===== src/rtl/aig_tt_sweeper.sv =====
// Exhaustive truth-table capture for a 4-input combinational cell (x0..x3 -> y0).
// Latency: result_valid rises 16*SETTLE_CYCLES+1 cycles after an accepted start.
// Backpressure: the result is held until result_ack; start is ignored (not queued) unless IDLE.
module aig_tt_sweeper #(
  parameter int unsigned SETTLE_CYCLES = 1  // cycles each minterm is held, 1..15
) (
  input  logic        clk,
  input  logic        rst,
  input  logic        start,
  input  logic [15:0] expected_tt,
  output logic        x0,
  output logic        x1,
  output logic        x2,
  output logic        x3,
  input  logic        y0,
  output logic        busy,
  output logic        result_valid,
  input  logic        result_ack,
  output logic [15:0] tt_out,
  output logic        match,
  output logic [4:0]  mismatch_cnt
);

  typedef enum logic [1:0] {
    S_IDLE   = 2'd0,
    S_SWEEP  = 2'd1,
    S_RESULT = 2'd2
  } state_t;

  // Value of the settle counter on the cycle y0 is sampled.
  localparam logic [3:0] SETTLE_LAST = 4'(SETTLE_CYCLES - 1);

  state_t      r_state;
  state_t      w_state_nxt;

  logic [15:0] r_exp;      // expected table latched at start
  logic [15:0] r_tt;       // table being assembled
  logic [4:0]  r_cnt;      // running mismatch count
  logic [3:0]  r_idx;      // minterm currently under test
  logic [3:0]  r_settle;   // cycles the current minterm has been held
  logic [3:0]  r_x;        // minterm driven to the cell
  logic        r_busy;
  logic        r_valid;
  logic        r_match;

  // FSM strobes
  logic        w_accept;   // start taken in IDLE
  logic        w_sample;   // y0 is captured this cycle
  logic        w_last;     // sampling the final minterm
  logic        w_hold;     // sweeping, minterm still settling
  logic        w_publish;  // first RESULT cycle: present the result
  logic        w_ack_take; // consumer accepted the presented result
  logic        w_miss;     // y0 disagrees with expectation for current minterm

  assign w_miss = y0 ^ r_exp[r_idx];

  // State register.
  always_ff @(posedge clk) begin
    if (rst) begin
      r_state <= S_IDLE;
    end else begin
      r_state <= w_state_nxt;
    end
  end

  // Next-state decode and per-cycle control strobes.
  always_comb begin
    w_state_nxt = r_state;
    w_accept    = 1'b0;
    w_sample    = 1'b0;
    w_last      = 1'b0;
    w_hold      = 1'b0;
    w_publish   = 1'b0;
    w_ack_take  = 1'b0;
    case (r_state)
      S_IDLE: begin
        if (start) begin
          w_accept    = 1'b1;
          w_state_nxt = S_SWEEP;
        end
      end
      S_SWEEP: begin
        if (r_settle == SETTLE_LAST) begin
          w_sample = 1'b1;
          if (r_idx == 4'd15) begin
            w_last      = 1'b1;
            w_state_nxt = S_RESULT;
          end
        end else begin
          w_hold = 1'b1;
        end
      end
      S_RESULT: begin
        // The final sample lands on the edge entering RESULT, so the result is
        // published one cycle later; an ack is only meaningful once valid is up.
        if (!r_valid) begin
          w_publish = 1'b1;
        end else if (result_ack) begin
          w_ack_take  = 1'b1;
          w_state_nxt = S_IDLE;
        end
      end
      default: begin
        w_state_nxt = S_IDLE;
      end
    endcase
  end

  // Sweep datapath: minterm drive, table capture, mismatch accumulation, result flags.
  always_ff @(posedge clk) begin
    if (rst) begin
      r_exp    <= 16'h0000;
      r_tt     <= 16'h0000;
      r_cnt    <= 5'd0;
      r_idx    <= 4'd0;
      r_settle <= 4'd0;
      r_x      <= 4'd0;
      r_busy   <= 1'b0;
      r_valid  <= 1'b0;
      r_match  <= 1'b0;
    end else begin
      if (w_accept) begin
        r_exp    <= expected_tt;
        r_tt     <= 16'h0000;
        r_cnt    <= 5'd0;
        r_idx    <= 4'd0;
        r_settle <= 4'd0;
        r_x      <= 4'd0;
        r_busy   <= 1'b1;
        r_match  <= 1'b0;
      end
      if (w_hold) begin
        r_settle <= r_settle + 4'd1;
      end
      if (w_sample) begin
        r_tt[r_idx] <= y0;
        r_cnt       <= r_cnt + {4'd0, w_miss};
        if (w_last) begin
          // idx and x stay at 15 for the whole RESULT phase.
          r_settle <= r_settle + 4'd1;
        end else begin
          r_idx    <= r_idx + 4'd1;
          r_x      <= r_idx + 4'd1;
          r_settle <= 4'd0;
        end
      end
      if (w_publish) begin
        r_valid <= 1'b1;
        r_busy  <= 1'b0;
        r_match <= (r_cnt == 5'd0);
      end
      if (w_ack_take) begin
        r_valid <= 1'b0;
      end
    end
  end

  assign {x3, x2, x1, x0} = r_x;
  assign busy             = r_busy;
  assign result_valid     = r_valid;
  assign tt_out           = r_tt;
  assign match            = r_match;
  assign mismatch_cnt     = r_cnt;

endmodule

===== config.mk =====
export PLATFORM = sky130hd
export DESIGN_NAME = aig_tt_sweeper
export DESIGN_NICKNAME = d
export VERILOG_FILES = /design/src/rtl/aig_tt_sweeper.sv
export SDC_FILE = /design/constraint.sdc
export NUM_CORES = 1
export LEC_CHECK = 0
export CAP_MARGIN = 15
export CORE_MARGIN = 2
export CORE_UTILIZATION = 24
export CTS_CLUSTER_DIAMETER = 30
export CTS_CLUSTER_SIZE = 24
export DETAILED_ROUTE_END_ITERATION = 10
export PLACE_DENSITY = 0.41
export SETUP_SLACK_MARGIN = 0.2
export SLEW_MARGIN = 20
export SYNTH_ARGS = -nofsm -noshare
export SYNTH_HDL_FRONTEND = slang
export SYNTH_SLANG_ARGS = --single-unit
export TNS_END_PERCENT = 50

===== constraint.sdc =====
create_clock -name clk -period 5.7 [get_ports clk]
set_input_delay 1.425 -clock clk [delete_from_list [all_inputs] [get_ports clk]]
set_output_delay 1.425 -clock clk [all_outputs]
set_load 0.01 [all_outputs]

==> impl_metrics.ini, run 1 <==
[yosys]
synth_async_sr_flop_share_pct = 0
synth_area_leaders = dfxtp_1 (43%), a21oi_1 (9.1%), nand2_1 (6.7%)
yosysWarnings = 0
synth_flop_cell = dfxtp_1
synth_nets = 323
synth_cells = 294
synth.avg_cell_area_sq_um = 8.56
synth_edf_count = 0
yosysTopAreaCell = dfxtp_1
ys_ff_latch = 54
syn_area_sq_um = 2520
synthDistinctLibCells = 43
synth-seq-area-share_pct = 43.0
synthDominantCellAreaShare_pct = 43.0

[setup_path]
critPathMostFrequentCell = ha_1
path_cells = clkdlybuf4s50_1, xnor2_1, ha_1, ha_1, nand3_1, nor3_1, nor2_1, a211oi_1
regToRegSetupSlack_ns = 2.92
crit_type = in2reg
worstReg2RegStart = r_idx[0]
worstSetupEndpointType = flip-flop
startpoint_type = primary input
cp.required_ns = 5.92
slowest_delay_ns = 0.72
critPathLaunch = y0
crit_slowest_cell = clkdlybuf4s50_1
cp_max_fo = 17
crit_arrival_ns = 3.42

[route]
routed_wirelength_mm = 6.71
ant_nets = 0
drc = 0
wl_per_cell_microns = 14.5
viasPerCell = 4.80
drt_iter0_markers = 76
vias = 2224
first_pass_iters = 4

[clock_network]
root_buffer = clkbuf_8
worstSkewPairLatency_ns = 0.31
cts_inserted_buffers = 5
cts_setup_buffers = 0
ctsHoldBuffers = 0
clock_path_buffers = 2
cts_sinks = 54
htreeDepth = 2
cts_tree = yes
cts_resized = 0
clk_pin_slew_ns = 0.10

[power_and_ir_drop]
p_sw_uw = 200
p_int_uw = 517
p_comb_share_pct = 13.6
switching_share_pct = 27.8
seq_power_share_pct = 55.8
clockPowerShare_pct = 30.6
report.power.total_uw = 717
ir_drop_mv = 0.106
p_leak_uw = 0.00105
powerDensity_nw_per_um2 = 227

[timing]
drv_slew = 0
hold_violations = 0
fin_crit_ns = 3.20
max_slew_margin_pct = 31.3
fmax_ghz = 0.312
setup_viol = 0
period_share_pct = 56.1
tns_ns = 0
worst_pin_slew_ns = 1.03
rsz0062_at_grt = no
clock_skew_ns = 0.0101

[global_route]
grt_pass1_vias = 2299
grt-ovfl-total = 0
antenna_found_initial = 0
grt_pass1_wl_mm = 11.6
grt_max_degree = 55
grt_usage_pct = 12.6

[place]
numPortBuffers = 48
place_hpwl_mm = 4.58
globalplace.congestion = 0.733

[die]
row_count = 37
dieHeight_microns = 106
start_util_pct = 24.6
design.core.area_sq_um = 10200
die_area_sq_um = 11300
dieWidth_microns = 106
io_pins = 49

[layout]
drive_above_1_share_pct = 5.50
nets = 355
n_antenna_cell = 0
multi_input_area_sq_um = 1310
layout_commonest_cell = dfxtp_1
layout_common_cells = dfxtp_1 (54), clkdlybuf4s50_1 (47), a21oi_1 (46)
nFillCells = 1119
seq_area_sq_um = 1080
syn2layout_area_growth_pct = 25.6

[worst_hold_path]
worstHoldStart = r_exp[14]
hp-class = reg2reg

[flow_run]
maxCapViolCount = 0

[run_status]
status = finished, final reports clean
==> cells by family (layout without fill, tap and decap cells) <==
logic type | after synthesis | after routing | synth area share, %
buffers and inverters | 29 | 62 | 5.12
adder cells (fa/ha/maj) | 8 | 8 | 3.98
XOR/XNOR | 6 | 6 | 2.09
multiplexers | 5 | 5 | 4.28
AO/OA/AOI/OAI | 79 | 79 | 19.4
AND/OR/NAND/NOR | 113 | 113 | 22.2
flip-flops | 54 | 54 | 43.0
==> flip-flops by register name, summed over array words and instances, names as in the netlist <==
| signal | flops |
|---|---|
| mismatch_cnt | 5 |
| r_x | 4 |
| r_exp | 16 |
| match | 1 |
| tt_out | 16 |
| r_state | 2 |
| r_settle | 4 |
| r_idx | 4 |
| result_valid | 1 |
| busy | 1 |
==> critical path: cells and delay by family <==
kind | cells | cell delay (ns)
AOI/OAI and AO/OA | 1 | 0.19
xor gates and xnor gates | 1 | 0.36
adders and majority gates | 2 | 0.40
buffers and inverters | 1 | 0.72
and+or+nand+nor | 3 | 0.32
==> final timing paths <==
kind	to	cells after the start
worst max-delay path	mismatch_cnt[4]	8
worst min-delay path	r_exp[14]	2
worst max register to register	mismatch_cnt[4]	10
worst min register to register	r_exp[14]	2
==> power groups by stage <==
stage / Combinational [uW] / Clock, uW / Sequential, uW
CTS: 98.2 / 234 / 400
finish: 97.7 / 219 / 400
global placement: 98.4 / 0 / 409
global route: 110 / 246 / 402
floorplan: 65.6 / 0 / 404
detailed placement: 98.1 / 0 / 409
==> Yosys cell counts, drive strengths merged, types with 2 or more instances <==
cell type   n
dfxtp      54
a21oi      46
nand2      45
nand4      17
clkbuf     15
o211ai     13
nor2       12
buf        10
nor3       10
ha          8
nand3       8
nand2b      5
nor2b       5
inv         4
mux4        4
o311ai      4
a31oi       3
and3        3
xnor2       3
xor2        3
a211oi      2
nor3b       2
o21ai       2
o21bai      2
or4         2
==> layer usage <==
layer | global-route usage (%) | routed length [microns] | vias to the layer above
met2 | 20.3 | 3000 | 43
met4 | 3.38 | 88 | 0
met1 | 17.1 | 3360 | 1051
met3 | 2.82 | 255 | 7
met5 | 0 | 0 | -
li1 | - | - | 1123
==> cell type report <==
cell class | instances | area share [%]
Clock buffer | 5 | 2.18
Clock inverter | 3 | 0.673
Inverter | 4 | 0.475
Multi-Input combinational cell | 211 | 41.5
Sequential cell | 54 | 34.2
Tap cell | 136 | 5.39
Timing Repair Buffer | 50 | 15.5
==> through the flow <==
stage	cells	util, %	worst slack (ns)	hold WS [ns]	instance area (sq um)
final	463	30.9	2.50	0.459	3160
after global routing	463	30.9	2.31	0.488	3160
after CTS	463	30.8	2.30	0.465	3150
after detailed placement	455	29.9	1.96	0.449	3060
after global placement	455	29.9	2.00	0.441	3060
after floorplan	294	-	2.73	0.432	2520
(Power assumes the default switching activity.)
==> run 2: changes to the inputs <==
- PLACE_DENSITY: 0.41 -> 0.43
- clock period: 5.7 -> 2.9 ns (I/O delays scaled with it)
==> run 2 against run 1 <==
Against the previous run:
- first-iteration DRC count is 14% lower
- non-clock buffer count grew 8
- clock power is 130% higher
- count of clock-buffer cells in the layout unchanged
==> impl_metrics.ini, run 2 (same netlist as run 1, synthesis figures left out) <==
[setup_path]
cp.required_ns = 3.12
startpoint_type = flip-flop
crit_buf_inv = 0
reg2reg_depth = 10
crit_slowest_cell = mux4_2
slowest_delay_ns = 0.51
path_cells = mux4_2, a22o_1, a221oi_2, xnor2_1, ha_1, ha_1, nand3_1, nor3_1, nor2_1, a211oi_1
regToRegSetupSlack_ns = 0.39
critPathMostFrequentCell = ha_1
worstReg2RegEnd = mismatch_cnt[4]
cp_max_fo = 6
crit_type = reg2reg
crit_arrival_ns = 2.73
worstSetupEndpointType = flip-flop
worstReg2RegStart = r_idx[0]
critical-path-top-delay-family = compound AO/OA/AOI/OAI gates

[run_status]
status = finished, final reports clean

[clock_network]
clk_pin_slew_ns = 0.10
root_buffer = clkbuf_8
htreeDepth = 2
cts_sinks = 54
worstSkewPairLatency_ns = 0.31
cts_inserted_buffers = 5
clock_path_buffers = 2
cts_tree = yes
ctsHoldBuffers = 0

[die]
design.core.area_sq_um = 10200
dieWidth_microns = 106
dieHeight_microns = 106
die_area_sq_um = 11300
start_util_pct = 24.6
io_pins = 49
row_count = 37

[route]
vias = 2236
ant_nets = 0
highest_layer = met4
drt_iter0_markers = 65
drc = 0
wl_met3_microns = 327
viasPerCell = 4.75
wl_per_cell_microns = 13.7
routed_wirelength_mm = 6.46
drt-met1-wl_mm = 3.28
wl_met2_mm = 2.82
first_pass_iters = 4

[global_route]
antenna_found_initial = 0
grt_max_degree = 22
grt_pass1_vias = 2101
grt_pass1_wl_mm = 10.5
grt_usage_pct = 11.5
grt-ovfl-total = 0

[layout]
layout_commonest_cell = dfxtp_1
layout_common_cells = dfxtp_1 (53), clkdlybuf4s50_1 (47), a21oi_1 (46)
n_antenna_cell = 0
drive_above_1_share_pct = 8.06
nets = 363
syn2layout_area_growth_pct = 28.6

[place]
place_hpwl_mm = 4.80
globalplace.congestion = 0.722
numPortBuffers = 48

[worst_hold_path]
hp-class = reg2reg
hold_path_depth = 2
min_to = r_exp[13]
worstHoldStart = r_exp[13]

[power_and_ir_drop]
report.power.total_uw = 1490
powerDensity_nw_per_um2 = 460
p_leak_uw = 0.00110
ir_drop_mv = 0.200

[timing]
drv_slew = 0
max_slew_margin_pct = 47.5
tns_ns = 0
fmax_ghz = 0.399
period_share_pct = 86.5
clock_skew_ns = 0.0101
setup_viol = 0
fin_crit_ns = 2.51
worst_pin_slew_ns = 0.787
hold_violations = 0
rsz0062_at_grt = no

[flow_run]
maxCapViolCount = 0
run 2: area by class of cell:
class / count / area [sq um]
Fill cell: 1102 / 7000
Multi-Input combinational cell: 211 / 1310
Sequential cell: 54 / 1080
Timing Repair Buffer: 58 / 551
Tap cell: 136 / 170
Clock buffer: 5 / 68.8
Clock inverter: 3 / 40.0
Inverter: 4 / 15.0
run 2: worst max path at each step:
stage / from / endpoint / cells after the start
5_1_grt: r_idx[1] / mismatch_cnt[4] / 10
2_1_floorplan: r_idx[0] / mismatch_cnt[4] / 11
3_3_place_gp: r_idx[0] / mismatch_cnt[4] / 10
3_5_place_dp: r_idx[0] / mismatch_cnt[4] / 10
4_1_cts: r_idx[0] / mismatch_cnt[4] / 10
6_report: r_idx[0] / mismatch_cnt[4] / 10
run 2: layer usage:
metal | up-vias | track usage, %
li1 | 1143 | -
met1 | 1030 | 16.3
met2 | 61 | 17.9
met3 | 2 | 2.70
met4 | 0 | 2.35
met5 | - | 0
run 2: where the power goes:
group          switching [uW]  internal, uW
clock network             254           255
logic                     108          87.8
registers                19.3           764
run 2: metrics by stage:
step	setup slack [ns]	cell area, sq um	instances	utilization [%]	hold slack [ns]
2_1_floorplan	0.511	2520	294	-	0.432
3_5_place_dp	0.214	3120	462	30.5	0.451
6_report	0.391	3240	471	31.6	0.463
5_1_grt	0.225	3240	471	31.6	0.482
4_1_cts	0.318	3230	470	31.5	0.466
3_3_place_gp	0.284	3120	462	30.5	0.448
run 2: tightest hold or removal path: cells and delay by family (launching register included):
family / cells / cell delay, ns
and+or+nand+nor: 1 / 0.05
AOI/OAI and AO/OA: 1 / 0.05
DFF: 1 / 0.32
run 2: what timing repair did:
item | 4_1_cts | 5_1_grt
endpoints found under the setup margin | 1 | 1
pin swaps | 0 | 0
gates resized for setup | 1 | 1
buffers inserted | 0 | 1
